[src/rtl/msg_packer.sv]
// msg_packer: packs DATA_W-bit stream words into MSG_BITS-wide messages held in an FWFT message FIFO.
// Define MSG_PACKER_CHECKSUM_EN to add m_csum_o, the XOR of all valid words of the head message.
`timescale 1ns/1ps
module msg_packer #(
  parameter int DATA_W     = 8,
  parameter int MSG_BITS   = 32,
  parameter int FIFO_DEPTH = 4,
  parameter int MSB_FIRST  = 1,
  localparam int WORDS     = MSG_BITS / DATA_W,
  localparam int LEN_W     = $clog2(WORDS) + 1,
  localparam int CNT_W     = $clog2(FIFO_DEPTH) + 1
) (
  input  logic                clk_i,
  input  logic                rst_n_i,
  input  logic [DATA_W-1:0]   s_data_i,
  input  logic                s_valid_i,
  input  logic                s_last_i,
  output logic                s_ready_o,
  output logic [MSG_BITS-1:0] m_msg_o,
  output logic [LEN_W-1:0]    m_len_o,
  output logic                m_valid_o,
  input  logic                m_ready_i,
  output logic [CNT_W-1:0]    m_count_o
`ifdef MSG_PACKER_CHECKSUM_EN
  ,
  output logic [DATA_W-1:0]   m_csum_o
`endif
);

  localparam int IDX_W = $clog2(WORDS);
  localparam int PTR_W = $clog2(FIFO_DEPTH);

  localparam logic [0:0] ST_IDLE = 1'b0;
  localparam logic [0:0] ST_FILL = 1'b1;

  logic [0:0]          state_q, state_d;
  logic [IDX_W-1:0]    idx_q, idx_d;
  logic [IDX_W-1:0]    cur_idx;
  logic [MSG_BITS-1:0] asm_q, asm_d;
  logic [MSG_BITS-1:0] asm_word;

  logic [PTR_W-1:0]    wr_ptr_q, wr_ptr_d;
  logic [PTR_W-1:0]    rd_ptr_q, rd_ptr_d;
  logic [CNT_W-1:0]    count_q, count_d;
  logic [MSG_BITS-1:0] msg_mem_q [FIFO_DEPTH];
  logic [LEN_W-1:0]    len_mem_q [FIFO_DEPTH];

  logic                full;
  logic                empty;
  logic                accept;
  logic                last_word;
  logic                push;
  logic                pop;
  logic [LEN_W-1:0]    push_len;

  // Flow control looks only at the registered count, so a full FIFO stalls
  // the input even if the consumer is popping in the same cycle.
  assign full      = (count_q == CNT_W'(FIFO_DEPTH));
  assign empty     = (count_q == '0);
  assign s_ready_o = !full;
  assign accept    = s_valid_i & s_ready_o;
  assign pop       = !empty & m_ready_i;

  assign cur_idx   = (state_q == ST_FILL) ? idx_q : '0;
  assign last_word = s_last_i | (cur_idx == IDX_W'(WORDS - 1));
  assign push      = accept & last_word;
  assign push_len  = LEN_W'(cur_idx) + LEN_W'(1);

  always_comb begin
    asm_word = asm_q;
    for (int k = 0; k < WORDS; k++) begin
      if (cur_idx == IDX_W'(k)) begin
        if (MSB_FIRST != 0) begin
          asm_word[MSG_BITS-1-k*DATA_W -: DATA_W] = s_data_i;
        end else begin
          asm_word[k*DATA_W +: DATA_W] = s_data_i;
        end
      end
    end
  end

  // A completing word leaves the assembly register zeroed so that the slots
  // of the next (possibly short) message start out empty.
  always_comb begin
    state_d = state_q;
    idx_d   = idx_q;
    asm_d   = asm_q;
    if (accept) begin
      if (last_word) begin
        state_d = ST_IDLE;
        idx_d   = '0;
        asm_d   = '0;
      end else begin
        state_d = ST_FILL;
        idx_d   = cur_idx + IDX_W'(1);
        asm_d   = asm_word;
      end
    end
  end

  always_ff @(posedge clk_i or negedge rst_n_i) begin
    if (!rst_n_i) begin
      state_q <= ST_IDLE;
      idx_q   <= '0;
      asm_q   <= '0;
    end else begin
      state_q <= state_d;
      idx_q   <= idx_d;
      asm_q   <= asm_d;
    end
  end

  always_comb begin
    wr_ptr_d = wr_ptr_q;
    rd_ptr_d = rd_ptr_q;
    count_d  = count_q;
    if (push) begin
      wr_ptr_d = wr_ptr_q + PTR_W'(1);
    end
    if (pop) begin
      rd_ptr_d = rd_ptr_q + PTR_W'(1);
    end
    unique case ({push, pop})
      2'b10:   count_d = count_q + CNT_W'(1);
      2'b01:   count_d = count_q - CNT_W'(1);
      default: count_d = count_q;
    endcase
  end

  always_ff @(posedge clk_i or negedge rst_n_i) begin
    if (!rst_n_i) begin
      wr_ptr_q <= '0;
      rd_ptr_q <= '0;
      count_q  <= '0;
    end else begin
      wr_ptr_q <= wr_ptr_d;
      rd_ptr_q <= rd_ptr_d;
      count_q  <= count_d;
    end
  end

  // Storage is not reset; the outputs are masked while the FIFO is empty.
  always_ff @(posedge clk_i) begin
    if (push) begin
      msg_mem_q[wr_ptr_q] <= asm_word;
      len_mem_q[wr_ptr_q] <= push_len;
    end
  end

  assign m_valid_o = !empty;
  assign m_count_o = count_q;
  assign m_msg_o   = empty ? '0 : msg_mem_q[rd_ptr_q];
  assign m_len_o   = empty ? '0 : len_mem_q[rd_ptr_q];

`ifdef MSG_PACKER_CHECKSUM_EN
  logic [DATA_W-1:0] csum_q, csum_d;
  logic [DATA_W-1:0] csum_word;
  logic [DATA_W-1:0] csum_mem_q [FIFO_DEPTH];

  assign csum_word = csum_q ^ s_data_i;

  always_comb begin
    csum_d = csum_q;
    if (accept) begin
      csum_d = last_word ? '0 : csum_word;
    end
  end

  always_ff @(posedge clk_i or negedge rst_n_i) begin
    if (!rst_n_i) begin
      csum_q <= '0;
    end else begin
      csum_q <= csum_d;
    end
  end

  always_ff @(posedge clk_i) begin
    if (push) begin
      csum_mem_q[wr_ptr_q] <= csum_word;
    end
  end

  assign m_csum_o = empty ? '0 : csum_mem_q[rd_ptr_q];
`endif

endmodule
[config.mk]
export PLATFORM = sky130hd
export DESIGN_NAME = msg_packer
export DESIGN_NICKNAME = d
export VERILOG_FILES = /design/src/rtl/msg_packer.sv
export SDC_FILE = /design/constraint.sdc
export NUM_CORES = 1
export LEC_CHECK = 0
export CORE_MARGIN = 3
export CORE_UTILIZATION = 35
export DETAILED_ROUTE_END_ITERATION = 16
export GPL_TIMING_DRIVEN = 0
export PLACE_DENSITY = 0.63
export REMOVE_ABC_BUFFERS = 1
export SLEW_MARGIN = 40
export SYNTH_ARGS = -nofsm -noshare
export SYNTH_HDL_FRONTEND = slang
export SYNTH_SLANG_ARGS = --single-unit
[constraint.sdc]
create_clock -name clk_i -period 6.86 [get_ports clk_i]
set_input_delay 1.372 -clock clk_i [delete_from_list [all_inputs] [get_ports clk_i]]
set_output_delay 1.372 -clock clk_i [all_outputs]
set_load 0.05 [all_outputs]
# Yosys cells after proc, flatten, opt, wreduce, memory -nomap -nowiden
# Memories as Yosys holds them, arrays and structs flattened.
# Cells that the tools add are included.
# classes
add_sub_neg,6
eq_ne,6
n_mux,13
bitwise,4
reduce_logical,5
# ops
cell,count
32-bit two-way mux,2
8-bit two-way mux,3
16-bit two-way mux,1
2-bit by 1-bit adder with 2-bit output (second input constant),3
2-bit equality test (second input constant),3
3-bit one-hot mux with 2 select lines,1
2-bit by 1-bit equality test with 1-bit output (second input constant),2
2-bit two-way mux,2
2-bit by 1-bit adder with 3-bit output (second input constant),1
3-bit by 1-bit adder with 3-bit output (second input constant),1
1-bit AND,3
3-bit equality test (second input constant),1
3-bit logical NOT,1
1-bit two-way mux,3
3-bit two-way mux,1
3-bit by 1-bit subtractor with 3-bit output (second input constant),1
1-bit logical NOT,2
2-bit logical NOT,1
2-bit nonzero test,1
1-bit bitwise OR,1
# totals
reg_bits,42
ramBits,140
input_bits,13
output_inout_bits,40
n_memories,2
# mem_list
name,words,width,rd,rd_ports_with_merged_regs,write_ports,line,rtl
msg_mem_q,4,32,1,0,1,45,logic [MSG_BITS-1:0] msg_mem_q [FIFO_DEPTH];
len_mem_q,4,3,1,0,1,46,logic [LEN_W-1:0] len_mem_q [FIFO_DEPTH];

# Logic depth before layout (Yosys ltp)
# Gate-level depths: netlist (run 1).
# depth
depth_word,6
depth_mapped,12
mapped_depth_nobuf,11

# Least setup slack after synthesis (run 1)
# Ideal clock, no wire load.
# synth_path
path_type,register to output
startpoint,"register count_q[0], in the netlist m_count_o[0]"
endpoint,output m_len_o[0]
t_arrival_ns,1.947
t_required_ns,5.488
path_slack_ns,3.541
stages_incl_launch_ff,4
path_buffers,1
path_cell_list,dfrtp_1 > or3_1 > clkbuf_1 > and2_1
# synth_between
elab_chain_len,2
# synth_rtl
item,line,rtl
from (decl),44,"logic [CNT_W-1:0] count_q, count_d;"
from (signal assigned),138,count_q <= count_d;
3-bit logical NOT,59,assign empty = (count_q == '0);
3-bit two-way mux,153,assign m_len_o = empty ? '0 : len_mem_q[rd_ptr_q];
to (decl),20,"output logic [LEN_W-1:0] m_len_o,"
# Every way passes these cells.

# Final worst setup path (run 1)
# layout_path
startpoint,register rd_ptr_q[0]
endpoint,output m_msg_o[17]
# layout_between
elab_chain_len,2
# layout_rtl
item,line,rtl
from (decl),43,"logic [PTR_W-1:0] rd_ptr_q, rd_ptr_d;"
from (signal assigned),137,rd_ptr_q <= rd_ptr_d;
memory read 4 x 32 bit,-,
32-bit two-way mux,152,assign m_msg_o = empty ? '0 : msg_mem_q[rd_ptr_q];
to (decl),19,"output logic [MSG_BITS-1:0] m_msg_o,"
# Every way passes these cells.

==> results of run 1 <==
## kinds of logic (layout without fill, tap and decap cells)
logic type,Yosys count,in the layout,synth area share
AOI/OAI and AO/OA,27,27,0.0355
xor gates and xnor gates,6,6,0.00703
adders and majority gates,10,10,0.0177
buffers and inverters,32,100,0.0273
DFF,182,182,0.703
muxes,70,70,0.159
and+or+nand+nor,58,58,0.0509
## final cells by class
class                      instances  area (µm²)
timing repair buffer              60         657
sequential                       182        5260
clock buffer                      20         447
multi-input combinational        171        2030
fill                            1767       11700
clock inverter                    11         110
tap                              270         338
inverter                           9        33.8
## worst max-delay path, cell delays in order (launching register included)
cell             delay (ps)
dfrtp_4                 600
buf_12                  280
mux4_2                  560
and2_1                  180
clkdlybuf4s50_1         690
## state kept, by name, summed over array words and instances (netlist names)
signal / cells
state_q: 1
idx_q: 2
asm_q: 32
wr_ptr_q: 2
rd_ptr_q: 2
msg_mem_q: 128
m_count_o: 3
len_mem_q: 12
## layout by cell type (no fill, tap or decap), types with 2 or more instances in the layout
cell,n
dfrtp_4,2
mux2_2,33
dfrtp_1,40
edfxtp_1,140
and2_4,4
buf_12,6
mux4_2,35
clkbuf_16,17
a32o_1,25
inv_1,8
buf_4,2
bufinv_16,2
ha_1,8
clkbuf_1,2
clkinvlp_4,2
clkdlybuf4s50_1,51
xor2_1,3
xnor2_1,3
clkinv_1,3
clkinv_2,3
and2_1,45
nor2_1,3
## power breakdown
part	internal, mW	switching, mW	leakage (nW)
registers	1.45	0.135	1.86
clock network	0.538	0.386	0.268
logic	0.732	1.10	1.03
total	2.72	1.62	3.16
## worst min path at each step
stage                        start        to  slack [ps]  depth (start not counted)
after floorplan           asm_q[0]  asm_q[0]         450                          1
after global placement    asm_q[3]  asm_q[3]         460                          1
after detailed placement  asm_q[6]  asm_q[6]         470                          1
after CTS                 asm_q[3]  asm_q[3]         490                          1
after global routing      asm_q[4]  asm_q[4]         490                          1
final                     asm_q[3]  asm_q[3]         480                          1
## metal layers
layer / routed length, µm / GRT usage
met2: 7510 / 0.219
met1: 6370 / 0.173
met5: 0 / 0
met4: 175 / 0.0432
met3: 725 / 0.0329
==> summary.txt, run 1 <==
Status
  • Status: completed

Setup path
  • Max FO, Critical Path: 25
  • Worst reg2reg startpoint: m_count_o[0]
  • Critical Path Start Type: flop
  • RR Endpoint: m_count_o[2]
  • Classification of the worst setup path: flop to output pin
  • R2r setup slk: 4100 ps
  • Critical Path RT: 5490 ps
  • FF-to-FF path depth: 9
  • WP data arrival: 2760 ps
  • Critical Path Sink Type: output pin
  • Critical Path End: m_msg_o[17]
  • Worst Setup SP: rd_ptr_q[0]

STA
  • Period utilisation layout: 0.602
  • Max Slew Vio Count: 0
  • Final hold violation count: 0
  • Clock skew: 13.1 ps
  • Setup-failing EPs final: 0
  • Setup ws final: 2730 ps
  • F_max: 242 MHz
  • Slew HR: 0.566
  • RSZ-0062 raised after global routing: no
  • Final Critical Period: 4130 ps
  • Worst Tran Pin Value: 651 ps
  • Setup TNS: 0 ps
  • Hold Slack: 480 ps

Yosys
  • Commonest cells in the netlist: 140 x edfxtp_1, 49 x and2_1, 42 x dfrtp_1
  • Post-synth EDFFs: 140
  • Leading area contributor after synthesis: edfxtp_1
  • Most numerous cell in the Yosys netlist: edfxtp_1
  • Number of library cell types mapped by synthesis: 27
  • Seq/Total Area, Yosys: 0.703
  • Synthesis Warnings: 0
  • Post-synth top area share: 0.562
  • Yosys reg bits: 182
  • Async S/R FF share, synth: 0.231
  • Top post-synthesis cells by area: edfxtp_1 56%, dfrtp_1 14%, mux4_2 11%
  • Synth Instances: 385
  • Synth Flop Type: edfxtp_1
  • Mapped cell area: 7470 µm²
  • Avg Synthesized Cell Area: 19.4 µm²

Global route
  • First-pass GRT wire length: 23400 µm
  • Total Routing Usage GR: 0.132
  • Vias in the first global route: 3986
  • Grt total ovfl: 0
  • Largest net degree at the start of global routing: 39
  • Initial antenna violation count: 0

Hold path
  • Hold crit path type: flop to flop

Floorplanning
  • Initial core utilization: 0.362
  • Io pins: 53
  • Row count: 52
  • Die height: 152 µm
  • Full die area: 23100 µm²
  • Die W: 152 µm
  • Core area: 20600 µm²

Layout
  • N_diodes: 0
  • P&R area growth vs syn: 18.8%
  • Finished Layout Cells: 723
  • Share of layout cells above drive strength 1: 0.256
  • Fin util: 0.431
  • Final nets: 464
  • Final instance area: 8880 µm²

Clock network
  • CTS H-tree depth: 4
  • Inserted Clock Buffers: 17
  • Max Root-Sink Buffers: 2
  • CTS sink cnt: 182
  • Clock-pin slew on the worst setup and hold paths: 60 ps
  • Postcts setup bufs: 0
  • Post_cts resized: 0
  • Post-CTS Hold Buffers: 0
  • CTS tree: built
  • CTS root buffer: clkbuf_16
  • Worst-skew pair later-pin latency: 430 ps

Routing
  • Wirelength per Cell: 20.4 µm
  • Routed vias: 3696
  • Initial drt markers: 244
  • Total iterations of the first detailed-routing run: 4
  • Detail Route Antenna Nets: 0
  • Vias/cell: 5.11
  • Post-Route WL: 14800 µm
  • DRC Markers: 0

Placed design
  • Post-Place Cell Area: 8320 µm²
  • Placed Cells: 692
  • GPL Wtd Cong: 0.672
  • Placement Setup Slack: 3130 ps
  • Port Buffers: 52
  • Post-DP HPWL: 8860 µm

Power and ir drop
  • Total chip power: 4.34 mW
  • Max IR drop VDD: 340 µV
  • Leak: 3.16 nW
  • Power per cell area: 489 nW/µm²

Run
  • Max-cap viol count: 0
No activity file was read; power rests on OpenSTA's default activity.
==> inputs of run 2 (changes only) <==
==> constraint.sdc (replaced) <==
create_clock -name clk_i -period 4.29 [get_ports clk_i]
set_input_delay 0.858 -clock clk_i [delete_from_list [all_inputs] [get_ports clk_i]]
set_output_delay 0.858 -clock clk_i [all_outputs]
set_load 0.05 [all_outputs]
==> results of run 2 <==
The final DEF is identical to that of run 1. Status: completed.
Main changes from that run: setup slack after placement 3130 ps -> 1070 ps; setup slack after layout 2730 ps -> 676 ps; hold slack 480 ps -> 310 ps; register-to-register setup slack 4100 ps -> 1530 ps; total power 4.34 mW -> 6.94 mW; worst IR drop on VDD 340 µV -> 543 µV
